[src/rtl/cpu_pkg.sv]
// Shared CPU definitions: MDU op encoding, MDU state enum and ALU control codes.
package cpu_pkg;

    localparam logic [2:0] MDU_NONE  = 3'd0;
    localparam logic [2:0] MDU_MULT  = 3'd1;
    localparam logic [2:0] MDU_MULTU = 3'd2;
    localparam logic [2:0] MDU_DIV   = 3'd3;
    localparam logic [2:0] MDU_DIVU  = 3'd4;
    localparam logic [2:0] MDU_MFHI  = 3'd5;
    localparam logic [2:0] MDU_MFLO  = 3'd6;
    localparam logic [2:0] MDU_RSVD  = 3'd7;

    typedef enum logic [1:0] {
        ST_IDLE = 2'd0,
        ST_MUL  = 2'd1,
        ST_DIV  = 2'd2
    } mdu_state_e;

    // Bit 3 only distinguishes sra from srl; the other ops ignore it.
    localparam logic [3:0] ALU_ADD = 4'b0000;
    localparam logic [3:0] ALU_SUB = 4'b0100;
    localparam logic [3:0] ALU_AND = 4'b0001;
    localparam logic [3:0] ALU_OR  = 4'b0101;
    localparam logic [3:0] ALU_XOR = 4'b0010;
    localparam logic [3:0] ALU_LUI = 4'b0110;
    localparam logic [3:0] ALU_SLL = 4'b0011;
    localparam logic [3:0] ALU_SRL = 4'b0111;
    localparam logic [3:0] ALU_SRA = 4'b1111;

    function automatic logic is_mdu_start(input logic [2:0] op);
        return (op == MDU_MULT) || (op == MDU_MULTU) || (op == MDU_DIV) || (op == MDU_DIVU);
    endfunction

    function automatic logic uses_mdu(input logic [2:0] op);
        return (op != MDU_NONE) && (op != MDU_RSVD);
    endfunction

endpackage

[src/rtl/pipe_exe_mdu_if.sv]
// ID/EXE-side bundle of the EXE stage: decoded controls and operands in, results out.
interface pipe_exe_mdu_if #(
    parameter int unsigned WIDTH = 32,
    parameter int unsigned RN_W  = 5,
    parameter int unsigned SA_W  = 5
);
    logic             e_valid;
    logic [3:0]       ealuc;
    logic             ealuimm;
    logic             eshift;
    logic             ejal;
    logic [2:0]       emdu_op;
    logic [WIDTH-1:0] ea;
    logic [WIDTH-1:0] eb;
    logic [WIDTH-1:0] eimm;
    logic [SA_W-1:0]  esa;
    logic [WIDTH-1:0] epc4;
    logic [RN_W-1:0]  ern0;
    logic [WIDTH-1:0] ealu;
    logic [RN_W-1:0]  ern;
    logic             ezero;
    logic             estall;
    logic             mdu_busy;
    logic [WIDTH-1:0] hi;
    logic [WIDTH-1:0] lo;

    modport master (
        output e_valid, ealuc, ealuimm, eshift, ejal, emdu_op, ea, eb, eimm, esa, epc4, ern0,
        input  ealu, ern, ezero, estall, mdu_busy, hi, lo
    );

    modport slave (
        input  e_valid, ealuc, ealuimm, eshift, ejal, emdu_op, ea, eb, eimm, esa, epc4, ern0,
        output ealu, ern, ezero, estall, mdu_busy, hi, lo
    );
endinterface

[src/rtl/alu.sv]
// Single-cycle ALU; shifts take their amount from operand a and shift operand b.
module alu
    import cpu_pkg::*;
#(
    parameter int unsigned WIDTH = 32
) (
    input  logic [WIDTH-1:0] a,
    input  logic [WIDTH-1:0] b,
    input  logic [3:0]       aluc,
    output logic [WIDTH-1:0] r
);
    localparam int unsigned SH_W = $clog2(WIDTH);
    localparam int unsigned HALF = WIDTH / 2;

    logic [SH_W-1:0] sh;
    assign sh = a[SH_W-1:0];

    always_comb begin
        r = '0;
        case (aluc[2:0])
            ALU_ADD[2:0]: r = a + b;
            ALU_SUB[2:0]: r = a - b;
            ALU_AND[2:0]: r = a & b;
            ALU_OR[2:0]:  r = a | b;
            ALU_XOR[2:0]: r = a ^ b;
            ALU_LUI[2:0]: r = {b[HALF-1:0], {HALF{1'b0}}};
            ALU_SLL[2:0]: r = b << sh;
            ALU_SRL[2:0]: begin
                if (aluc[3]) r = $signed(b) >>> sh;
                else         r = b >> sh;
            end
            default:      r = '0;
        endcase
    end
endmodule

[src/rtl/mux2x32.sv]
// Two-way operand multiplexer.
module mux2x32 #(
    parameter int unsigned WIDTH = 32
) (
    input  logic [WIDTH-1:0] a0,
    input  logic [WIDTH-1:0] a1,
    input  logic             s,
    output logic [WIDTH-1:0] y
);
    assign y = s ? a1 : a0;
endmodule

[src/rtl/pipe_exe_mdu_mdu_iter.sv]
// Iterative radix-2 multiply / restoring divide on magnitudes, with sign fix into HI/LO.
module mdu_iter
    import cpu_pkg::*;
#(
    parameter int unsigned WIDTH = 32
) (
    input  logic             clock,
    input  logic             resetn,
    input  logic             start,
    input  logic [2:0]       op,
    input  logic [WIDTH-1:0] a,
    input  logic [WIDTH-1:0] b,
    output logic             busy,
    output logic [WIDTH-1:0] hi,
    output logic [WIDTH-1:0] lo
);
    localparam int unsigned CNT_W = $clog2(WIDTH + 1);

    mdu_state_e       state;
    logic [CNT_W-1:0] cnt;
    logic [WIDTH-1:0] opb;
    logic [WIDTH-1:0] ph;
    logic [WIDTH-1:0] pl;
    logic             neg_lo;
    logic             neg_hi;
    logic             dz;

    logic             signed_op, a_neg, b_neg;
    logic [WIDTH-1:0] abs_a, abs_b;
    logic [WIDTH:0]   mul_sum, div_trial;
    logic [WIDTH-1:0] mul_ph, mul_pl, div_ph, div_pl;
    logic             div_ok;
    logic [2*WIDTH-1:0] mul_prod;

    assign signed_op = (op == MDU_MULT) || (op == MDU_DIV);
    assign a_neg     = signed_op & a[WIDTH-1];
    assign b_neg     = signed_op & b[WIDTH-1];
    assign abs_a     = a_neg ? -a : a;
    assign abs_b     = b_neg ? -b : b;

    // One shift-add step: ph accumulates, pl shifts the multiplier out and the product in.
    assign mul_sum   = {1'b0, ph} + (pl[0] ? {1'b0, opb} : {(WIDTH+1){1'b0}});
    assign mul_ph    = mul_sum[WIDTH:1];
    assign mul_pl    = {mul_sum[0], pl[WIDTH-1:1]};
    assign mul_prod  = {mul_ph, mul_pl};

    // One restoring step: ph is the partial remainder, pl shifts the dividend out and quotient in.
    assign div_trial = {ph, pl[WIDTH-1]} - {1'b0, opb};
    assign div_ok    = ~div_trial[WIDTH];
    assign div_ph    = div_ok ? div_trial[WIDTH-1:0] : {ph[WIDTH-2:0], pl[WIDTH-1]};
    assign div_pl    = {pl[WIDTH-2:0], div_ok};

    assign busy = (state != ST_IDLE);

    always_ff @(posedge clock or negedge resetn) begin
        if (!resetn) begin
            state  <= ST_IDLE;
            cnt    <= '0;
            opb    <= '0;
            ph     <= '0;
            pl     <= '0;
            neg_lo <= 1'b0;
            neg_hi <= 1'b0;
            dz     <= 1'b0;
            hi     <= '0;
            lo     <= '0;
        end else begin
            case (state)
                ST_IDLE: begin
                    if (start) begin
                        state  <= ((op == MDU_MULT) || (op == MDU_MULTU)) ? ST_MUL : ST_DIV;
                        cnt    <= CNT_W'(WIDTH);
                        opb    <= abs_b;
                        ph     <= '0;
                        pl     <= abs_a;
                        neg_lo <= a_neg ^ b_neg;
                        neg_hi <= a_neg;
                        dz     <= (b == '0);
                    end
                end
                ST_MUL: begin
                    ph  <= mul_ph;
                    pl  <= mul_pl;
                    cnt <= cnt - CNT_W'(1);
                    if (cnt == CNT_W'(1)) begin
                        {hi, lo} <= neg_lo ? -mul_prod : mul_prod;
                        state    <= ST_IDLE;
                    end
                end
                ST_DIV: begin
                    ph  <= div_ph;
                    pl  <= div_pl;
                    cnt <= cnt - CNT_W'(1);
                    if (cnt == CNT_W'(1)) begin
                        // A zero divisor leaves |dividend| in the remainder; the quotient is forced.
                        lo    <= dz ? '1 : (neg_lo ? -div_pl : div_pl);
                        hi    <= neg_hi ? -div_ph : div_ph;
                        state <= ST_IDLE;
                    end
                end
                default: state <= ST_IDLE;
            endcase
        end
    end
endmodule

[src/rtl/pipe_exe_mdu.sv]
// EXE stage: single-cycle ALU path plus iterative MDU with HI/LO and dependency stall.
module pipe_exe_mdu
    import cpu_pkg::*;
#(
    parameter int unsigned WIDTH = 32,
    parameter int unsigned RN_W  = 5,
    parameter int unsigned SA_W  = 5
) (
    input logic           clock,
    input logic           resetn,
    pipe_exe_mdu_if.slave bus
);
    logic [WIDTH-1:0] sa_ext, alu_a, alu_b, alu_r, hi, lo, ealu;
    logic             busy;

    assign sa_ext = WIDTH'(bus.esa);

    mux2x32 #(.WIDTH(WIDTH)) u_mux_a (.a0(bus.ea), .a1(sa_ext),   .s(bus.eshift),  .y(alu_a));
    mux2x32 #(.WIDTH(WIDTH)) u_mux_b (.a0(bus.eb), .a1(bus.eimm), .s(bus.ealuimm), .y(alu_b));

    alu #(.WIDTH(WIDTH)) u_alu (.a(alu_a), .b(alu_b), .aluc(bus.ealuc), .r(alu_r));

    mdu_iter #(.WIDTH(WIDTH)) u_mdu (
        .clock  (clock),
        .resetn (resetn),
        .start  (bus.e_valid && is_mdu_start(bus.emdu_op)),
        .op     (bus.emdu_op),
        .a      (bus.ea),
        .b      (bus.eb),
        .busy   (busy),
        .hi     (hi),
        .lo     (lo)
    );

    // Link value wins over HI/LO moves, which win over the ALU result.
    always_comb begin
        ealu = alu_r;
        if (bus.ejal)                     ealu = bus.epc4;
        else if (bus.emdu_op == MDU_MFHI) ealu = hi;
        else if (bus.emdu_op == MDU_MFLO) ealu = lo;
    end

    assign bus.ealu     = ealu;
    assign bus.ern      = bus.ern0 | {RN_W{bus.ejal}};
    assign bus.ezero    = (alu_r == '0);
    assign bus.estall   = bus.e_valid && busy && uses_mdu(bus.emdu_op);
    assign bus.mdu_busy = busy;
    assign bus.hi       = hi;
    assign bus.lo       = lo;
endmodule

[src/flat_wrapper.sv]
// flat-port wrapper written by rule: the top's interface ports become plain ports
module pipe_exe_mdu_flat import cpu_pkg::*;
#(
    parameter int unsigned WIDTH = 32,
    parameter int unsigned RN_W  = 5,
    parameter int unsigned SA_W  = 5
)
  (clock, resetn, bus_e_valid, bus_ealuc, bus_ealuimm, bus_eshift, bus_ejal, bus_emdu_op, bus_ea, bus_eb, bus_eimm, bus_esa, bus_epc4, bus_ern0, bus_ealu, bus_ern, bus_ezero, bus_estall, bus_mdu_busy, bus_hi, bus_lo);
  pipe_exe_mdu_if #(.WIDTH(WIDTH), .RN_W(RN_W), .SA_W(SA_W)) bus_i ();
  input logic clock;
  input logic resetn;
  input wire logic [$bits(bus_i.e_valid)-1:0] bus_e_valid;
  input wire logic [$bits(bus_i.ealuc)-1:0] bus_ealuc;
  input wire logic [$bits(bus_i.ealuimm)-1:0] bus_ealuimm;
  input wire logic [$bits(bus_i.eshift)-1:0] bus_eshift;
  input wire logic [$bits(bus_i.ejal)-1:0] bus_ejal;
  input wire logic [$bits(bus_i.emdu_op)-1:0] bus_emdu_op;
  input wire logic [$bits(bus_i.ea)-1:0] bus_ea;
  input wire logic [$bits(bus_i.eb)-1:0] bus_eb;
  input wire logic [$bits(bus_i.eimm)-1:0] bus_eimm;
  input wire logic [$bits(bus_i.esa)-1:0] bus_esa;
  input wire logic [$bits(bus_i.epc4)-1:0] bus_epc4;
  input wire logic [$bits(bus_i.ern0)-1:0] bus_ern0;
  output wire logic [$bits(bus_i.ealu)-1:0] bus_ealu;
  output wire logic [$bits(bus_i.ern)-1:0] bus_ern;
  output wire logic [$bits(bus_i.ezero)-1:0] bus_ezero;
  output wire logic [$bits(bus_i.estall)-1:0] bus_estall;
  output wire logic [$bits(bus_i.mdu_busy)-1:0] bus_mdu_busy;
  output wire logic [$bits(bus_i.hi)-1:0] bus_hi;
  output wire logic [$bits(bus_i.lo)-1:0] bus_lo;
  assign bus_i.e_valid = bus_e_valid;
  assign bus_i.ealuc = bus_ealuc;
  assign bus_i.ealuimm = bus_ealuimm;
  assign bus_i.eshift = bus_eshift;
  assign bus_i.ejal = bus_ejal;
  assign bus_i.emdu_op = bus_emdu_op;
  assign bus_i.ea = bus_ea;
  assign bus_i.eb = bus_eb;
  assign bus_i.eimm = bus_eimm;
  assign bus_i.esa = bus_esa;
  assign bus_i.epc4 = bus_epc4;
  assign bus_i.ern0 = bus_ern0;
  assign bus_ealu = bus_i.ealu;
  assign bus_ern = bus_i.ern;
  assign bus_ezero = bus_i.ezero;
  assign bus_estall = bus_i.estall;
  assign bus_mdu_busy = bus_i.mdu_busy;
  assign bus_hi = bus_i.hi;
  assign bus_lo = bus_i.lo;
  pipe_exe_mdu #(.WIDTH(WIDTH), .RN_W(RN_W), .SA_W(SA_W)) u_core (.clock(clock), .resetn(resetn), .bus(bus_i));
endmodule
[config.mk]
export PLATFORM = sky130hd
export DESIGN_NAME = pipe_exe_mdu_flat
export DESIGN_NICKNAME = d
export VERILOG_FILES = /design/src/rtl/cpu_pkg.sv /design/src/rtl/pipe_exe_mdu_if.sv /design/src/rtl/alu.sv /design/src/rtl/mux2x32.sv /design/src/rtl/pipe_exe_mdu_mdu_iter.sv /design/src/rtl/pipe_exe_mdu.sv /design/src/flat_wrapper.sv
export SDC_FILE = /design/constraint.sdc
export NUM_CORES = 1
export LEC_CHECK = 0
export ABC_CLOCK_PERIOD_IN_PS = 14550
export CORE_AREA = 2 2 327 329
export CTS_CLUSTER_DIAMETER = 100
export DETAILED_ROUTE_END_ITERATION = 12
export DIE_AREA = 0 0 329 331
export PLACE_DENSITY = 0.53
export SETUP_SLACK_MARGIN = 0.15
export SKIP_LAST_GASP = 1
export SLEW_MARGIN = 20
export SYNTH_ARGS = -nofsm -noshare
export SYNTH_HDL_FRONTEND = slang
export SYNTH_SLANG_ARGS = --single-unit
[constraint.sdc]
create_clock -name clock -period 14.55 [get_ports clock]
set_input_delay 2.91 -clock clock [delete_from_list [all_inputs] [get_ports clock]]
set_output_delay 2.91 -clock clock [all_outputs]
set_load 0.05 [all_outputs]
==> results of run 1 <==
## cell type report
type                    count  area [um2]
flip-flops and latches    171        4280
clock buffers              20       456.7
repair buffers            331        3107
well taps                1391        1740
diodes                      2       5.005
multi-input cells        3035       20250
clock inverters            12       98.84
inverters                 163       611.8
fillers                 11520       74420
## layer usage
| layer | GRT usage [%] | vias up |
|---|---|---|
| li1 | - | 13340 |
| met1 | 33.42 | 13850 |
| met2 | 34.72 | 1489 |
| met3 | 6.062 | 169 |
| met4 | 5.767 | 8 |
| met5 | 1.696 | - |
## cell families (layout without fill, tap and decap cells)
kind of cell	Yosys count	in the layout	synth area share (%)
mux	222	222	9.610
simple gates	1182	1182	20.83
buf+inv	414	526	6.362
xor+xnor	274	274	9.217
fa+ha+maj	173	173	8.374
flops	171	171	16.38
compound gates	1184	1184	29.22
other cells	0	2	0
## registers in the layout, summed over array words and instances, names as in the netlist
register	flops
u_core.u_mdu.state	2
u_core.u_mdu.neg_lo	1
u_core.u_mdu.ph	32
u_core.u_mdu.cnt	6
u_core.u_mdu.dz	1
u_core.u_mdu.lo	32
u_core.u_mdu.hi	32
u_core.u_mdu.opb	32
u_core.u_mdu.neg_hi	1
u_core.u_mdu.pl	32
## tightest hold or removal path: cells and delay by family (launching register included)
family,cells,cell delay (ns)
compound gates,1,0.06
flops,1,0.35
simple gates,1,0.05
## metrics by stage
step           setup slack, ns  instance area, um2  hold slack, ns
4_1_cts                  1.577               30540          0.4947
3_5_place_dp             1.627               29980          0.4754
6_report                 1.526               30550          0.4897
5_1_grt                  1.111               30550          0.5092
2_1_floorplan            3.437               26120          0.4413
3_3_place_gp             1.615               29980          0.4656
## power by group through the flow
stage / clock network [mW] / logic (mW) / registers [mW]
final: 0.455 / 3.42 / 0.951
after global routing: 0.481 / 3.67 / 0.971
after CTS: 0.463 / 3.34 / 0.941
after detailed placement: 0 / 3.32 / 0.944
after global placement: 0 / 3.32 / 0.943
after floorplan: 0 / 2.14 / 0.985
## worst paths after layout
check                                                start                         endpoint  slack (ns)  cells past startpoint
setup / recovery                               bus_ealuimm                        bus_ezero        1.53                     25
hold / removal             u_core.u_mdu.opb[5]$_DFFE_PN0P_  u_core.u_mdu.opb[5]$_DFFE_PN0P_        0.49                      2
setup reg to reg           u_core.u_mdu.pl[31]$_DFFE_PN0P_  u_core.u_mdu.hi[24]$_DFFE_PN0P_        7.80                     24
hold reg to reg            u_core.u_mdu.opb[5]$_DFFE_PN0P_  u_core.u_mdu.opb[5]$_DFFE_PN0P_        0.49                      2
max in group asynchronous                           resetn  u_core.u_mdu.lo[13]$_DFFE_PN0P_       10.80                      2
min in group asynchronous                           resetn  u_core.u_mdu.ph[20]$_DFFE_PN0P_        2.47                      1
## layout by cell type (no fill, tap or decap), types with 53 or more instances in the layout
| cell | count |
|---|---|
| a21oi_1 | 271 |
| nand2b_1 | 53 |
| clkdlybuf4s50_1 | 250 |
| inv_1 | 152 |
| o21ai_0 | 315 |
| nor2_1 | 315 |
| dfrtp_1 | 170 |
| xnor2_1 | 188 |
| xor2_1 | 84 |
| ha_1 | 168 |
| buf_4 | 77 |
| nor3_1 | 72 |
| o22ai_1 | 63 |
| mux2i_1 | 160 |
| nand2_1 | 476 |
| o31ai_1 | 78 |
==> reports/summary.txt, run 1 <==
Worst VDD drop - 151.4 uV
largest net degree at the start of global routing - 100
critical path type - in -> out
CP Max Fanout - 18
1st-pass router iterations - 6
Lkg Pwr - 12.66 nW
CTS tree - built
Setup TNS - 0 ns
antenna-violating nets left - 0
post-CTS setup buffers - 0
Clk pwr share - 9.4%
vias in the first global route - 27070
top post-synthesis cells by count - nand2_1, o21ai_0, nor2_1, a21oi_1, clkbuf_1
max incr delay on CP - 0.96 ns
Syn Nets - 3944
Seq cells post-synth - 171
layout cells sized above 1 - 6.726%
Ys Warns - 0
# hold bufs at CTS - 0
fin. max-slew vios - 0
syn_area_per_cell - 7.215 um2
RSZ-0062 raised after global routing - no
die outline width - 329 um
H-tree levels - 4
synthesis-to-layout area growth - 16.98%
Setup Viol. Count Final - 0
Placer Congestion - 1.032
via count - 28850
ys flop type - dfrtp_1
Post-synth EDFFs - 0
Final Skew - 0.01574 ns
Tmin final - 13.02 ns
total CTS buffers - 17
Tcrit/Tclk final - 89.51%
power density over cell area - 158.0 nW/um2
post-DP HPWL - 105700 um
Placeable Area - 105000 um2
post-CTS sizing - 0
internal power - 2.043 mW
Unique masters post-synth - 105
Final Util - 29.11%
PortBufs - 254
routed vias/inst - 5.630
Final Non-Filler Cells - 5125
final hold violation count - 0
Combinational Power Share - 70.9%
most frequent cell after synthesis - nand2_1
Buf/Inv on CP - 5
Tot Pwr - 4.826 mW
clk slew on worst S/H paths - 0.06 ns
dpl cells - 5091
NumNets Final - 4043
Seq pwr share - 19.7%
Crit-path slowest cell - clkdlybuf4s50_1
Crit path required time - 11.64 ns
clock latency on the worst-skew pair - 0.47 ns
Total GRT Usage - 23.44%
top cells by area, synth - dfrtp_1, ha_1, nand2_1, xnor2_1, mux2i_1
highest routed layer - met5
met2 wire length - 55050 um
Crit. End Element - primary output
Worst Max-Slew Pin Slew - 1.272 ns
M1 wire length - 59110 um
# DRC - 0
routed wire length - 131900 um
Switching Power - 2.783 mW
relative slew slack - 14.89%
Arr. time, crit path - 10.11 ns
HP Class - reg -> reg
outcome - completed
fmax - 76.78 MHz
initial DRC count - 3556
Initial Utilization - 24.88%
Crit path max-delay family - simple AND/OR/NAND/NOR gates
share of the synthesized area in the top cell type - 16.38%
Clock Path Buffers - 2
Seq/Total Area, Yosys - 16.38%
routed wl met3 - 14070 um
Post-Synthesis Cell Area - 26120 um2
CP Launch Type - primary input
root buffer cell - clkbuf_16
Synth Instances - 3620
Num Clock Sinks - 171
initial antenna violation count - 5
Max Cap Viol - 0
io pins - 255
Sw Share - 57.67%
row cnt - 119
Synth area leader - dfrtp_1
Synth async-reset ratio - 100.0%
wire per inst - 25.73 um
global-route wire length before repair - 190200 um
grt total ovfl - 0
die area - 108900 um2
Die Ht - 331 um
Power figures use the tool's default switching activity.
==> run 2, diff against run 1 <==
--- a/config.mk
+++ b/config.mk
@@ -6,10 +6,10 @@
 export NUM_CORES = 1
 export LEC_CHECK = 0
 export ABC_CLOCK_PERIOD_IN_PS = 14550
-export CORE_AREA = 2 2 327 329
+export CORE_AREA = 5 5 330 332
 export CTS_CLUSTER_DIAMETER = 100
 export DETAILED_ROUTE_END_ITERATION = 12
-export DIE_AREA = 0 0 329 331
+export DIE_AREA = 0 0 335 337
 export PLACE_DENSITY = 0.53
 export SETUP_SLACK_MARGIN = 0.15
 export SKIP_LAST_GASP = 1
==> run 2 against run 1 <==
Final cell count up 0.14%. Clock skew increased by 0.0026 ns. Sequential power hardly changed. Hold slack got worse by 0.0019 ns. Wire length up 1.6%. Largest cell class unchanged.
==> reports/summary.txt, run 2 (same netlist as run 1, synthesis figures left out) <==
crit path launch - bus_ealuimm (unchanged)
global-route wire length before repair - 192100 um (was 190200 um)
Tcrit/Tclk final - 90.28% (was 89.51%)
die outline width - 335 um (was 329 um)
Placer Congestion - 1.022 (was 1.032)
R2R Setup Slk - 7.98 ns (was 7.80 ns)
# DRC - 0 (unchanged)
largest net degree at the start of global routing - 91 (was 100)
Die Ht - 337 um (was 331 um)
Crit path required time - 11.64 ns (about the same)
Setup Viol. Count Final - 0 (unchanged)
grt total ovfl - 0 (unchanged)
RR Endpoint - u_core.u_mdu.hi[24]$_DFFE_PN0P_ (unchanged)
CTS tree - built (unchanged)
# hold bufs at CTS - 0 (unchanged)
initial antenna violation count - 5 (unchanged)
RSZ-0062 raised after global routing - no (unchanged)
synthesis-to-layout area growth - 16.99% (was 16.98%)
fin. max-slew vios - 0 (unchanged)
io pins - 255 (unchanged)
met1 usage - 31.56% (was 33.42%)
root buffer cell - clkbuf_16 (unchanged)
HP Class - reg -> reg (unchanged)
Tmin final - 13.14 ns (was 13.02 ns)
fmax - 76.13 MHz (was 76.78 MHz)
multi-input logic area - 20240 um2 (was 20250 um2)
Worst Max-Slew Pin Slew - 1.254 ns (was 1.272 ns)
outcome - completed (unchanged)
Crit. End Element - primary output (unchanged)
initial DRC count - 3523 (was 3556)
CP Max Fanout - 22 (was 18)
crit path cell chain - buf_2, buf_4, mux2i_2, nand3_1, nor3_1, nand3_1, o31ai_1, xnor2_1, ha_1, a21oi_1, o21ai_0, a21oi_1, nor3b_1, a211oi_1, nor3_1, nor3_1, o31a_1, o31ai_1, nand3_1, o211ai_1, clkdlybuf4s50_1
Final Skew - 0.01832 ns (was 0.01574 ns)
post-DP HPWL - 107800 um (was 105700 um)
layout cells sized above 1 - 6.493% (was 6.726%)
R2R Path Start - u_core.u_mdu.pl[31]$_DFFE_PN0P_ (unchanged)
Clock Path Buffers - 2 (unchanged)
antenna-violating nets left - 0 (unchanged)
die area - 112900 um2 (was 108900 um2)
Initial Utilization - 24.64% (was 24.88%)
vias in the first global route - 27230 (was 27070)
H-tree levels - 4 (unchanged)
CP Launch Type - primary input (unchanged)
M3 GR Usage - 7.386% (was 6.062%)
Worst VDD drop - 126.7 uV (was 151.4 uV)
wire per inst - 26.12 um (was 25.73 um)
met2 Use GR - 33.92% (was 34.72%)
commonest cells after routing, fill and taps aside - nand2_1, o21ai_0, nor2_1 (was nand2_1, nor2_1, o21ai_0)
register area - 4280 um2 (unchanged)
max incr delay on CP - 0.92 ns (was 0.96 ns)
Max Cap Viol - 0 (unchanged)
worst setup path end - bus_ealu[31] (was bus_ezero)
filler instances - 11780 (was 11520)
Lkg Pwr - 12.63 nW (was 12.66 nW)
fin area - 30550 um2 (about the same)
total CTS buffers - 17 (unchanged)
critical path type - in -> out (unchanged)
Register-to-Register Path Depth - 24 (unchanged)
Total GRT Usage - 22.71% (was 23.44%)
Placeable Area - 106000 um2 (was 105000 um2)
placed cell areas - 29960 um2 (was 29980 um2)
most common cell after layout, fill and taps aside - nand2_1 (unchanged)
via count - 28840 (was 28850)
power density over cell area - 159.0 nW/um2 (was 158.0 nW/um2)
Setup TNS - 0 ns (unchanged)
post-CTS sizing - 0 (unchanged)
Tot Pwr - 4.857 mW (was 4.826 mW)
final hold violation count - 0 (unchanged)
relative slew slack - 16.38% (was 14.89%)
routed vias/inst - 5.619 (was 5.630)
post-CTS setup buffers - 0 (unchanged)
routed wire length - 134000 um (was 131900 um)
row cnt - 120 (was 119)
PortBufs - 254 (unchanged)
Crit-path slowest cell - o31ai_1 (was clkdlybuf4s50_1)
Num Clock Sinks - 171 (unchanged)
clk slew on worst S/H paths - 0.06 ns (about the same)
clock latency on the worst-skew pair - 0.47 ns (about the same)
Arr. time, crit path - 10.23 ns (was 10.11 ns)
1st-pass router iterations - 8 (was 6)
GRT Max-Usage Layer - met2 (unchanged)
NumNets Final - 4038 (was 4043)
-- run 2: layout make-up --
class | count | share of cell area, %
tap | 1403 | 5.745
clock buffer | 23 | 1.564
multi-input combinational | 3035 | 66.25
inverter | 163 | 2.002
timing repair buffer | 326 | 10.05
antenna | 2 | 0.01638
sequential | 171 | 14.01
clock inverter | 9 | 0.3645
-- run 2: metal layers --
metal	part of all wire [%]	vias up
met5	0.0052	-
met3	11	180
li1	-	13340
met2	42	1494
met1	44	13820
met4	2.7	2
-- run 2: where the power goes --
group | internal (mW) | switching, mW | total (mW)
Clock | 0.267 | 0.215 | 0.482
Combinational | 1.15 | 2.28 | 3.43
Sequential | 0.649 | 0.300 | 0.949
Total | 2.06 | 2.79 | 4.86
-- run 2: worst max-delay path, delay by kind of cell --
family,cells,cell delay (ns)
xor gates and xnor gates,1,0.16
muxes,1,0.65
adders and majority gates,1,0.32
buffers and inverters,3,1.81
and+or+nand+nor,7,1.97
AOI/OAI and AO/OA,8,2.39
-- run 2: how the worst min path moves through the flow --
stage / start / end / cells after the start
2_1_floorplan: u_core.u_mdu.dz$_DFFE_PN0P_ / u_core.u_mdu.dz$_DFFE_PN0P_ / 2
6_report: u_core.u_mdu.opb[29]$_DFFE_PN0P_ / u_core.u_mdu.opb[29]$_DFFE_PN0P_ / 2
4_1_cts: u_core.u_mdu.opb[29]$_DFFE_PN0P_ / u_core.u_mdu.opb[29]$_DFFE_PN0P_ / 2
3_3_place_gp: u_core.u_mdu.opb[21]$_DFFE_PN0P_ / u_core.u_mdu.opb[21]$_DFFE_PN0P_ / 2
3_5_place_dp: u_core.u_mdu.opb[16]$_DFFE_PN0P_ / u_core.u_mdu.opb[16]$_DFFE_PN0P_ / 2
5_1_grt: u_core.u_mdu.opb[26]$_DFFE_PN0P_ / u_core.u_mdu.opb[26]$_DFFE_PN0P_ / 2
-- run 2: metrics by stage --
stage          hold slack [ns]  worst slack [ns]  utilization, %  cells
2_1_floorplan           0.4413             3.437               -   3620
3_3_place_gp            0.4657             1.661           28.26   5098
3_5_place_dp            0.4754             1.594           28.26   5098
4_1_cts                 0.4942             1.516           28.82   5130
5_1_grt                 0.5119            0.9793           28.82   5131
6_report                0.4878             1.414           28.82   5132
